### src/rtl/uart_tx_param_pkg.sv
// uart_tx_param_pkg
// Shared UART definitions, meant to be imported by both the transmitter and
// the matching receiver.
//   state_e   : 3-bit frame FSM encoding (IDLE, START, DATA, PARITY, STOP)
//   PAR_*     : PARITY_MODE values (none / even / odd)
//   frame_len : helper giving the bit-times in one frame for a configuration
package uart_tx_param_pkg;

    typedef enum logic [2:0] {
        ST_IDLE   = 3'd0,
        ST_START  = 3'd1,
        ST_DATA   = 3'd2,
        ST_PARITY = 3'd3,
        ST_STOP   = 3'd4
    } state_e;

    localparam int PAR_NONE = 0;
    localparam int PAR_EVEN = 1;
    localparam int PAR_ODD  = 2;

    // Bit-times per frame: start + data + optional parity + stop bits.
    function automatic int frame_len(input int data_bits, input int parity_mode,
                                     input int stop_bits);
        return 1 + data_bits + ((parity_mode != PAR_NONE) ? 1 : 0) + stop_bits;
    endfunction

endpackage

### src/rtl/uart_tx_param_baud_tick_gen.sv
// baud_tick_gen
// Bit-time divisor. Counts clk_in cycles and emits a one-cycle tick on the
// last cycle of every bit time. 'clear' restarts the count so the first tick
// of a frame lands exactly CLKS_PER_BIT cycles after the frame starts.
//   clk_in : system clock
//   reset  : synchronous active-high reset
//   clear  : restart the bit-time count on the next edge
//   tick   : high while the counter sits at CLKS_PER_BIT-1
module baud_tick_gen #(
    parameter int CLKS_PER_BIT = 5208
) (
    input  logic clk_in,
    input  logic reset,
    input  logic clear,
    output logic tick
);

    localparam int CW = $clog2(CLKS_PER_BIT);
    localparam logic [CW-1:0] LAST = CW'(CLKS_PER_BIT - 1);

    logic [CW-1:0] cnt_q;

    assign tick = (cnt_q == LAST);

    always_ff @(posedge clk_in) begin
        if (reset || clear || tick) begin
            cnt_q <= '0;
        end else begin
            cnt_q <= cnt_q + CW'(1);
        end
    end

endmodule

### src/rtl/uart_tx_param.sv
// uart_tx_param
// Parametrised UART transmitter: start bit, DATA_BITS data bits LSB first,
// optional even/odd parity, one or two stop bits. A one-word holding register
// lets the next word be queued during a frame so frames run back to back.
//   clk_in  : system clock            reset   : synchronous active-high reset
//   rw      : write strobe            din     : word to transmit
//   ready   : holding register empty  busy    : frame running or word held
//   done    : last cycle of the final stop bit
//   overrun : write attempted while not ready (pulses on the following cycle)
//   tx      : registered serial line, idle high
module uart_tx_param
    import uart_tx_param_pkg::*;
#(
    parameter int CLKS_PER_BIT = 5208,
    parameter int DATA_BITS    = 8,
    parameter int PARITY_MODE  = PAR_NONE,
    parameter int STOP_BITS    = 1
) (
    input  logic                 clk_in,
    input  logic                 reset,
    input  logic                 rw,
    input  logic [DATA_BITS-1:0] din,
    output logic                 ready,
    output logic                 busy,
    output logic                 done,
    output logic                 overrun,
    output logic                 tx
);

    localparam int BCW = $clog2(DATA_BITS + 1);
    localparam logic [BCW-1:0] LAST_BIT = BCW'(DATA_BITS - 1);
    localparam logic STOP_LAST = (STOP_BITS == 2);
    localparam logic HAS_PAR   = (PARITY_MODE != PAR_NONE);
    localparam logic ODD_PAR   = (PARITY_MODE == PAR_ODD);

    state_e               state_q;
    logic [DATA_BITS-1:0] hold_q;
    logic [DATA_BITS-1:0] shift_q;
    logic                 hold_full_q;
    logic                 hold_full_d;
    logic                 par_q;
    logic [BCW-1:0]       bit_cnt_q;
    logic                 stop_cnt_q;
    logic                 tx_q;
    logic                 ready_q;
    logic                 overrun_q;

    logic tick;
    logic accept;
    logic frame_end;
    logic start_from_idle;
    logic take;

    assign accept          = rw & ready_q;
    assign frame_end       = (state_q == ST_STOP) & tick & (stop_cnt_q == STOP_LAST);
    assign start_from_idle = (state_q == ST_IDLE) & hold_full_q;
    // The shifter takes the held word either from IDLE or straight out of the
    // final stop bit, which is what gives gap-free back-to-back frames.
    assign take            = start_from_idle | (frame_end & hold_full_q);

    always_comb begin
        hold_full_d = hold_full_q;
        if (take) begin
            hold_full_d = 1'b0;
        end else if (accept) begin
            hold_full_d = 1'b1;
        end
    end

    // Only a start from IDLE needs realignment; out of STOP the counter has
    // just wrapped on the tick, so the new frame is already in phase.
    baud_tick_gen #(
        .CLKS_PER_BIT(CLKS_PER_BIT)
    ) u_baud (
        .clk_in(clk_in),
        .reset (reset),
        .clear (start_from_idle),
        .tick  (tick)
    );

    always_ff @(posedge clk_in) begin
        if (reset) begin
            state_q     <= ST_IDLE;
            hold_q      <= '0;
            shift_q     <= '0;
            hold_full_q <= 1'b0;
            par_q       <= 1'b0;
            bit_cnt_q   <= '0;
            stop_cnt_q  <= 1'b0;
            tx_q        <= 1'b1;
            ready_q     <= 1'b1;
            overrun_q   <= 1'b0;
        end else begin
            hold_full_q <= hold_full_d;
            ready_q     <= ~hold_full_d;
            // Guarded by its own state so a held-high rw cannot stretch it.
            overrun_q   <= rw & ~ready_q & ~overrun_q;
            if (accept) begin
                hold_q <= din;
            end
            if (take) begin
                shift_q <= hold_q;
                // Parity comes from the whole word at load, not the shifter.
                par_q   <= (^hold_q) ^ ODD_PAR;
            end
            case (state_q)
                ST_IDLE: begin
                    tx_q <= 1'b1;
                    if (hold_full_q) begin
                        state_q <= ST_START;
                        tx_q    <= 1'b0;
                    end
                end
                ST_START: begin
                    if (tick) begin
                        state_q   <= ST_DATA;
                        bit_cnt_q <= '0;
                        tx_q      <= shift_q[0];
                    end
                end
                ST_DATA: begin
                    if (tick) begin
                        if (bit_cnt_q == LAST_BIT) begin
                            if (HAS_PAR) begin
                                state_q <= ST_PARITY;
                                tx_q    <= par_q;
                            end else begin
                                state_q    <= ST_STOP;
                                stop_cnt_q <= 1'b0;
                                tx_q       <= 1'b1;
                            end
                        end else begin
                            shift_q   <= shift_q >> 1;
                            tx_q      <= shift_q[1];
                            bit_cnt_q <= bit_cnt_q + BCW'(1);
                        end
                    end
                end
                ST_PARITY: begin
                    if (tick) begin
                        state_q    <= ST_STOP;
                        stop_cnt_q <= 1'b0;
                        tx_q       <= 1'b1;
                    end
                end
                ST_STOP: begin
                    if (tick) begin
                        if (stop_cnt_q == STOP_LAST) begin
                            if (hold_full_q) begin
                                state_q <= ST_START;
                                tx_q    <= 1'b0;
                            end else begin
                                state_q <= ST_IDLE;
                                tx_q    <= 1'b1;
                            end
                        end else begin
                            stop_cnt_q <= 1'b1;
                        end
                    end
                end
                default: begin
                    state_q <= ST_IDLE;
                    tx_q    <= 1'b1;
                end
            endcase
        end
    end

    // done is decoded from registered state and the tick so it lands on the
    // last cycle of the stop bit rather than one cycle late.
    assign done    = frame_end;
    assign ready   = ready_q;
    assign busy    = (state_q != ST_IDLE) | hold_full_q;
    assign overrun = overrun_q;
    assign tx      = tx_q;

endmodule

### config.mk
export PLATFORM = sky130hd
export DESIGN_NAME = uart_tx_param
export DESIGN_NICKNAME = d
export VERILOG_FILES = /design/src/rtl/uart_tx_param_pkg.sv /design/src/rtl/uart_tx_param_baud_tick_gen.sv /design/src/rtl/uart_tx_param.sv
export SDC_FILE = /design/constraint.sdc
export NUM_CORES = 1
export LEC_CHECK = 0
export ABC_AREA = 1
export CAP_MARGIN = 5
export CORE_MARGIN = 3
export CORE_UTILIZATION = 45
export CTS_CLUSTER_DIAMETER = 30
export CTS_CLUSTER_SIZE = 25
export DETAILED_ROUTE_END_ITERATION = 8
export GPL_ROUTABILITY_DRIVEN = 0
export PLACE_DENSITY = 0.69
export SLEW_MARGIN = 40
export SYNTH_ARGS = -nofsm -noshare
export SYNTH_HDL_FRONTEND = slang
export SYNTH_SLANG_ARGS = --single-unit
### constraint.sdc
create_clock -name clk_in -period 2.3 [get_ports clk_in]
set_clock_uncertainty 0.1 [all_clocks]
set_input_delay 0.23 -clock clk_in [delete_from_list [all_inputs] [get_ports clk_in]]
set_output_delay 0.23 -clock clk_in [all_outputs]
set_load 0.005 [all_outputs]
==> results of run 1 <==
-- per-layer routing --
layer | vias up | GRT usage, %
met1 | 770 | 21.5
li1 | 933 | -
met2 | 23 | 26.6
met4 | 0 | 7.52
met5 | - | 0
met3 | 9 | 2.98
-- cell usage after synthesis (all sizes together) (2+ instances only) --
library cell and number:
buf 4, nand3 28, clkbuf 2, nand4 4
a21boi 3, nand2 49, o21ai 20, o21a 2
nor3 6, inv 35, ha 2, dfxtp 40
nor2 60, a21oi 15, xor2 2
-- flip-flops by register name, indices dropped and copies added (netlist names) --
name,flops
hold_q,8
u_baud.cnt_q,13
overrun,1
shift_q,8
hold_full_q,1
tx,1
ready,1
bit_cnt_q,4
state_q,3
-- cells by family after synthesis --
group	Yosys count	synth area share, %
adder cells (fa/ha/maj)	2	1.31
buffers and inverters	41	8.77
AND/OR/NAND/NOR	149	34.0
XOR/XNOR	2	0.916
flip-flops	40	41.9
AO/OA/AOI/OAI	43	13.2
-- final timing paths --
check | start | slack, ns | endpoint | depth (start not counted)
setup / recovery | u_baud.cnt_q[0] | 0.12 | done | 8
setup reg to reg | u_baud.cnt_q[0] | 0.40 | shift_q[4] | 10
hold reg to reg | overrun | 0.32 | overrun | 1
hold / removal | overrun | 0.32 | overrun | 1
-- power groups by stage --
stage / registers (mW) / clock network [mW] / logic (mW)
floorplan: 0.827 / 0 / 0.323
global placement: 0.836 / 0 / 0.448
detailed placement: 0.840 / 0 / 0.453
CTS: 0.826 / 0.489 / 0.457
global route: 0.844 / 0.519 / 0.533
finish: 0.835 / 0.474 / 0.459
-- cells in the final DEF, fill, tap and decap left out, types with 4 or more instances in the layout --
| cell type | instances |
|---|---|
| nor2_1 | 56 |
| nand2_1 | 47 |
| dfxtp_1 | 38 |
| inv_1 | 34 |
| nand3_1 | 26 |
| o21ai_0 | 20 |
| clkdlybuf4s50_1 | 15 |
| a21oi_1 | 12 |
| nor3_1 | 6 |
| clkbuf_8 | 6 |
| nor2_2 | 4 |
-- worst reg2reg max path: stages (launching register included) --
cell	delay, ns
dfxtp_4	0.38
ha_4	0.15
nand2_2	0.07
inv_2	0.08
nand3_1	0.07
nor2_2	0.15
nand3_1	0.35
o21ai_0	0.30
inv_1	0.06
nand2_1	0.06
inv_1	0.03
-- repair_timing --
action	in CTS	in global routing
endpoints found under the setup margin	1	1
hold buffers	0	0
pin swaps	0	0
gates resized for setup	2	5
-- area by class of cell --
| class | instances | area [um^2] |
|---|---|---|
| fillers | 401 | 1830 |
| multi-input cells | 196 | 961 |
| flip-flops and latches | 40 | 806 |
| repair buffers | 18 | 173 |
| inverters | 35 | 131 |
| clock buffers | 8 | 90.1 |
| well taps | 50 | 62.6 |
==> run summary, run 1 <==
Outcome: complete, no violations
Mapped Area: 1910 um^2
CP delay by family, top: buffers and inverters
Post-DP HPWL: 2.89 mm
Residual DRC: 0
Asr flop ratio synth: 0%
H-tree Lvls: 2
Longest Clk Path Bufs: 2
Dpl cell area: 2110 um^2
Type of origin of the critical path: flip-flop
Setup TNS: 0 ns
Initial antenna violation count: 0
Vias: 1735
Slew HR: 68.6%
Slew Limit Fails: 0
Max Clk Rate: 0.459 GHz
Max incr delay on CP: 0.50 ns
Met1 WL: 2.04 mm
Total gr overflow: 0
Worst path arrival time: 1.85 ns
Main synth FF type: dfxtp_1
Metal3 WL: 111 um
Total CTS buffers: 5
DRT Pass-1 Iters: 4
Unique masters post-synth: 29
Util after Layout: 54.8%
Yosys reg bits: 40
Final Hold Vio Count: 0
Comb pwr share: 26.0%
Total placed cells including tap cells: 339
I/O pin cnt: 16
Non-filler cells, final: 347
Slowest-stage cell, CP: clkdlybuf4s50_1
Sequential area share after synthesis: 41.9%
Pwr/cell area: 795 nW/um^2
Setup bufs post-CTS: 0
Die area: 5070 um^2
Reg power frac: 47.2%
Die width: 71.2 um
Worst slew pin tran: 0.470 ns
CTS tree: yes
Largest net degree at the start of global routing: 22
Vias per cell: 5.00
Critical Path End Type: primary output
Net Count, Synth: 290
Final Setup Violations: 0
Synth Warn #: 0
Detail Route Antenna Nets: 0
Gr usage total: 16.6%
Max_cap viols: 0
Max FO, Critical Path: 4
Die Height: 71.2 um
Fin worst setup slack: 0.121 ns
Ant. Diodes: 0
Pwr Total: 1.77 mW
Number of global-route vias before repair: 1539
Syn Area/Cell: 6.90 um^2
Critical-path cell list: ha_4, nand2_2, inv_2, nand3_1, nor2_2, nand2_2, nor2_1, clkdlybuf4s50_1
Internal cell power: 1.21 mW
Share of cells above drive strength 1: 9.09%
Cell Rows: 23
Leak: 0.961 nW
Worst EP required: 1.97 ns
Wirelength, routed: 3.94 mm
Root Buffer: clkbuf_8
Sw frac: 31.8%
Nets: 309
IO Port Bufs: 15
Core area: 4060 um^2
Clock sink total: 40
Layout area overhead: 16.3%
VDD IR max: 0.000325 V
Post-synth EDFFs: 0
Clock Pin Slew Worst Setup and Hold Paths: 0.07 ns
Pre-CTS WS: 0.289 ns
Area contributors post-synth: dfxtp_1 42%, nor2_1 11%, nand2_1 9.4%
Worst-skew pair later-pin latency: 0.29 ns
Area leader, netlist: dfxtp_1
WHS: 0.324 ns
Buf/Inv on CP: 2
RSZ-0062 raised after global routing: no
Post-DR wirelength/cell: 11.4 um
Met2 wire len: 1.71 mm
Initial core utilization: 47.1%
Instance count of the mapped netlist: 277
Max Used Layer: met4
CP dominant cell by count: nand2_2
Synth top area share: 41.9%
Psw: 562 uW
Detailed Route Iter0 Violations: 119
Clk pwr share: 26.8%
Design Area, Final: 2220 um^2
First-pass GRT wire length: 6.68 mm
Crit share post-route: 94.7%
Crit Path Category: flip-flop to primary output
HP Class: flip-flop to flip-flop
Tmin final: 2.18 ns
No activity file was read; power rests on OpenSTA's default activity.
==> inputs of run 2 (changes only) <==
- REMOVE_ABC_BUFFERS: not set -> 1
==> run 2 against run 1 <==
Compared with the run above:
- global-route usage is 0.20 points higher
- count of clock-buffer cells in the layout down 3
- final area grew 1.8%
- fmax shrank 2.3%
- first-iteration DRC count rose by 17%
- die area unchanged
- sequential share of layout area shrank 0.64 points
- core utilization rose by 0.99 points
- worst hold slack about the same
- wire length decreased by 2.0%
- flip-flop and latch count unchanged
- largest cell class unchanged
==> run summary, run 2 (synthesis gave the netlist of run 1 again) <==
Share of cells above drive strength 1: 10.4% (was 9.09%)
WHS: 0.323 ns (was 0.324 ns)
Fillcell total: 403 (was 401)
Type of origin of the critical path: flip-flop (unchanged)
Tmin final: 2.23 ns (was 2.18 ns)
Max_cap viols: 0 (unchanged)
Dpl cell area: 2130 um^2 (was 2110 um^2)
Longest Clk Path Bufs: 2 (unchanged)
Util after Layout: 55.8% (was 54.8%)
Most frequent cells in the layout: 56 x nor2_1, 47 x nand2_1, 38 x dfxtp_1 (unchanged)
Max Clk Rate: 0.449 GHz (was 0.459 GHz)
Worst EP required: 1.97 ns (about the same)
Total CTS buffers: 5 (unchanged)
Total gr overflow: 0 (unchanged)
Non-filler cells, final: 349 (was 347)
Nets: 311 (was 309)
Die area: 5070 um^2 (unchanged)
Pre-CTS WS: 0.274 ns (was 0.289 ns)
Detailed Route Iter0 Violations: 139 (was 119)
Layout area overhead: 18.4% (was 16.3%)
HP Class: flip-flop to flip-flop (unchanged)
IO Port Bufs: 15 (unchanged)
Vias per cell: 4.95 (was 5.00)
First-pass GRT wire length: 6.82 mm (was 6.68 mm)
Residual DRC: 0 (unchanged)
Post-DP HPWL: 2.78 mm (was 2.89 mm)
Worst-skew pair later-pin latency: 0.30 ns (was 0.29 ns)
Most common cell after layout, fill and taps aside: nor2_1 (unchanged)
Pwr Total: 1.89 mW (was 1.77 mW)
Leak: 0.979 nW (was 0.961 nW)
Outcome: complete, no violations (unchanged)
Max FFs per register: 13 (unchanged)
Largest net degree at the start of global routing: 22 (unchanged)
Design Area, Final: 2260 um^2 (was 2220 um^2)
Gr usage total: 16.8% (was 16.6%)
Slowest-stage cell, CP: clkdlybuf4s50_1 (unchanged)
Slew Limit Fails: 0 (unchanged)
Worst path arrival time: 1.90 ns (was 1.85 ns)
Die Height: 71.2 um (unchanged)
Initial core utilization: 47.1% (unchanged)
Hold buffer count at CTS: 0 (unchanged)
Clock Pin Slew Worst Setup and Hold Paths: 0.08 ns (was 0.07 ns)
Number of global-route vias before repair: 1565 (was 1539)
Vias: 1727 (was 1735)
Max FO, Critical Path: 4 (unchanged)
Root Buffer: clkbuf_8 (unchanged)
Critical-path cell list: ha_4, nand2_2, inv_2, nand3_1, nor2_2, nand2_2, nor2_1, clkdlybuf4s50_1 (unchanged)
Final Setup Violations: 0 (unchanged)
Worst slew pin tran: 0.453 ns (was 0.470 ns)
Setup TNS: 0 ns (unchanged)
DRT Pass-1 Iters: 5 (was 4)
Pwr/cell area: 836 nW/um^2 (was 795 nW/um^2)
Max incr delay on CP: 0.50 ns (about the same)
CTS tree: yes (unchanged)
Wirelength, routed: 3.86 mm (was 3.94 mm)
Crit Path Category: flip-flop to primary output (unchanged)
Critical Path End Type: primary output (unchanged)
VDD IR max: 0.000507 V (was 0.000325 V)
Initial antenna violation count: 0 (unchanged)
Detail Route Antenna Nets: 0 (unchanged)
H-tree Lvls: 2 (unchanged)
Final Hold Vio Count: 0 (unchanged)
Top Registers: u_baud.cnt_q (13), hold_q (8), shift_q (8) (unchanged)
Ant. Diodes: 0 (unchanged)
Clock sink total: 40 (unchanged)
CP dominant cell by count: nand2_2 (unchanged)
Post-DR wirelength/cell: 11.1 um (was 11.4 um)
Crit share post-route: 96.9% (was 94.7%)
Core area: 4060 um^2 (unchanged)
Slew HR: 69.7% (was 68.6%)
Die width: 71.2 um (unchanged)
Most flops, register: u_baud.cnt_q (unchanged)
I/O pin cnt: 16 (unchanged)
RSZ-0062 raised after global routing: no (unchanged)
Fin worst setup slack: 0.0709 ns (was 0.121 ns)
Total placed cells including tap cells: 341 (was 339)
Cell Rows: 23 (unchanged)
==> run 2: cell types whose count changed in the layout (fill, tap and decap cells not counted), sizes merged <==
| cell | previous run | this run |
|---|---|---|
| inv | 35 | 36 |
| bufinv | 0 | 1 |
| buf | 3 | 5 |
| clkbuf | 8 | 5 |
| clkinvlp | 0 | 1 |
==> run 2: final timing paths <==
kind,start,end,slack (ns),depth (start not counted)
hold reg to reg,overrun,overrun,0.32,1
hold / removal,overrun,overrun,0.32,1
setup / recovery,u_baud.cnt_q[0],done,0.07,8
setup reg to reg,u_baud.cnt_q[0],shift_q[5],0.39,10
==> run 2: layer usage <==
metal / track usage (%) / wire length, um
met5: 0 / 0
met4: 6.89 / 93
met3: 4.40 / 169
met2: 26.8 / 1700
met1: 21.3 / 1900
==> run 2: layout make-up <==
class	count	area [um^2]	area share, %
Sequential cell	40	806	35.6
Multi-Input combinational cell	196	961	42.5
Timing Repair Buffer	20	188	8.29
Clock inverter	3	46.3	2.05
Tap cell	50	62.6	2.76
Inverter	35	131	5.80
Clock buffer	5	68.8	3.04
==> run 2: critical path, delay by kind of cell (launching register included) <==
kind / cells / cell delay, ns
simple gates: 5 / 0.50
flops: 1 / 0.38
fa+ha+maj: 1 / 0.15
buf+inv: 2 / 0.57
==> run 2: repair_timing <==
item	in CTS	in global routing
gates resized for setup	3	4
setup endpoints to repair	1	1
gates cloned	0	0
setup buffers	0	0
==> run 2: where the power goes <==
part,switching [mW],internal (mW),total [mW],leakage [nW]
Combinational,0.273,0.191,0.464,0.597
Clock,0.268,0.327,0.595,0.0548
Sequential,0.0596,0.773,0.833,0.327
==> inputs of run 3 (changes only) <==
- CAP_MARGIN: 5 -> 30
==> results of run 3 <==
The final DEF is identical to that of run 2; final timing and power are the same.
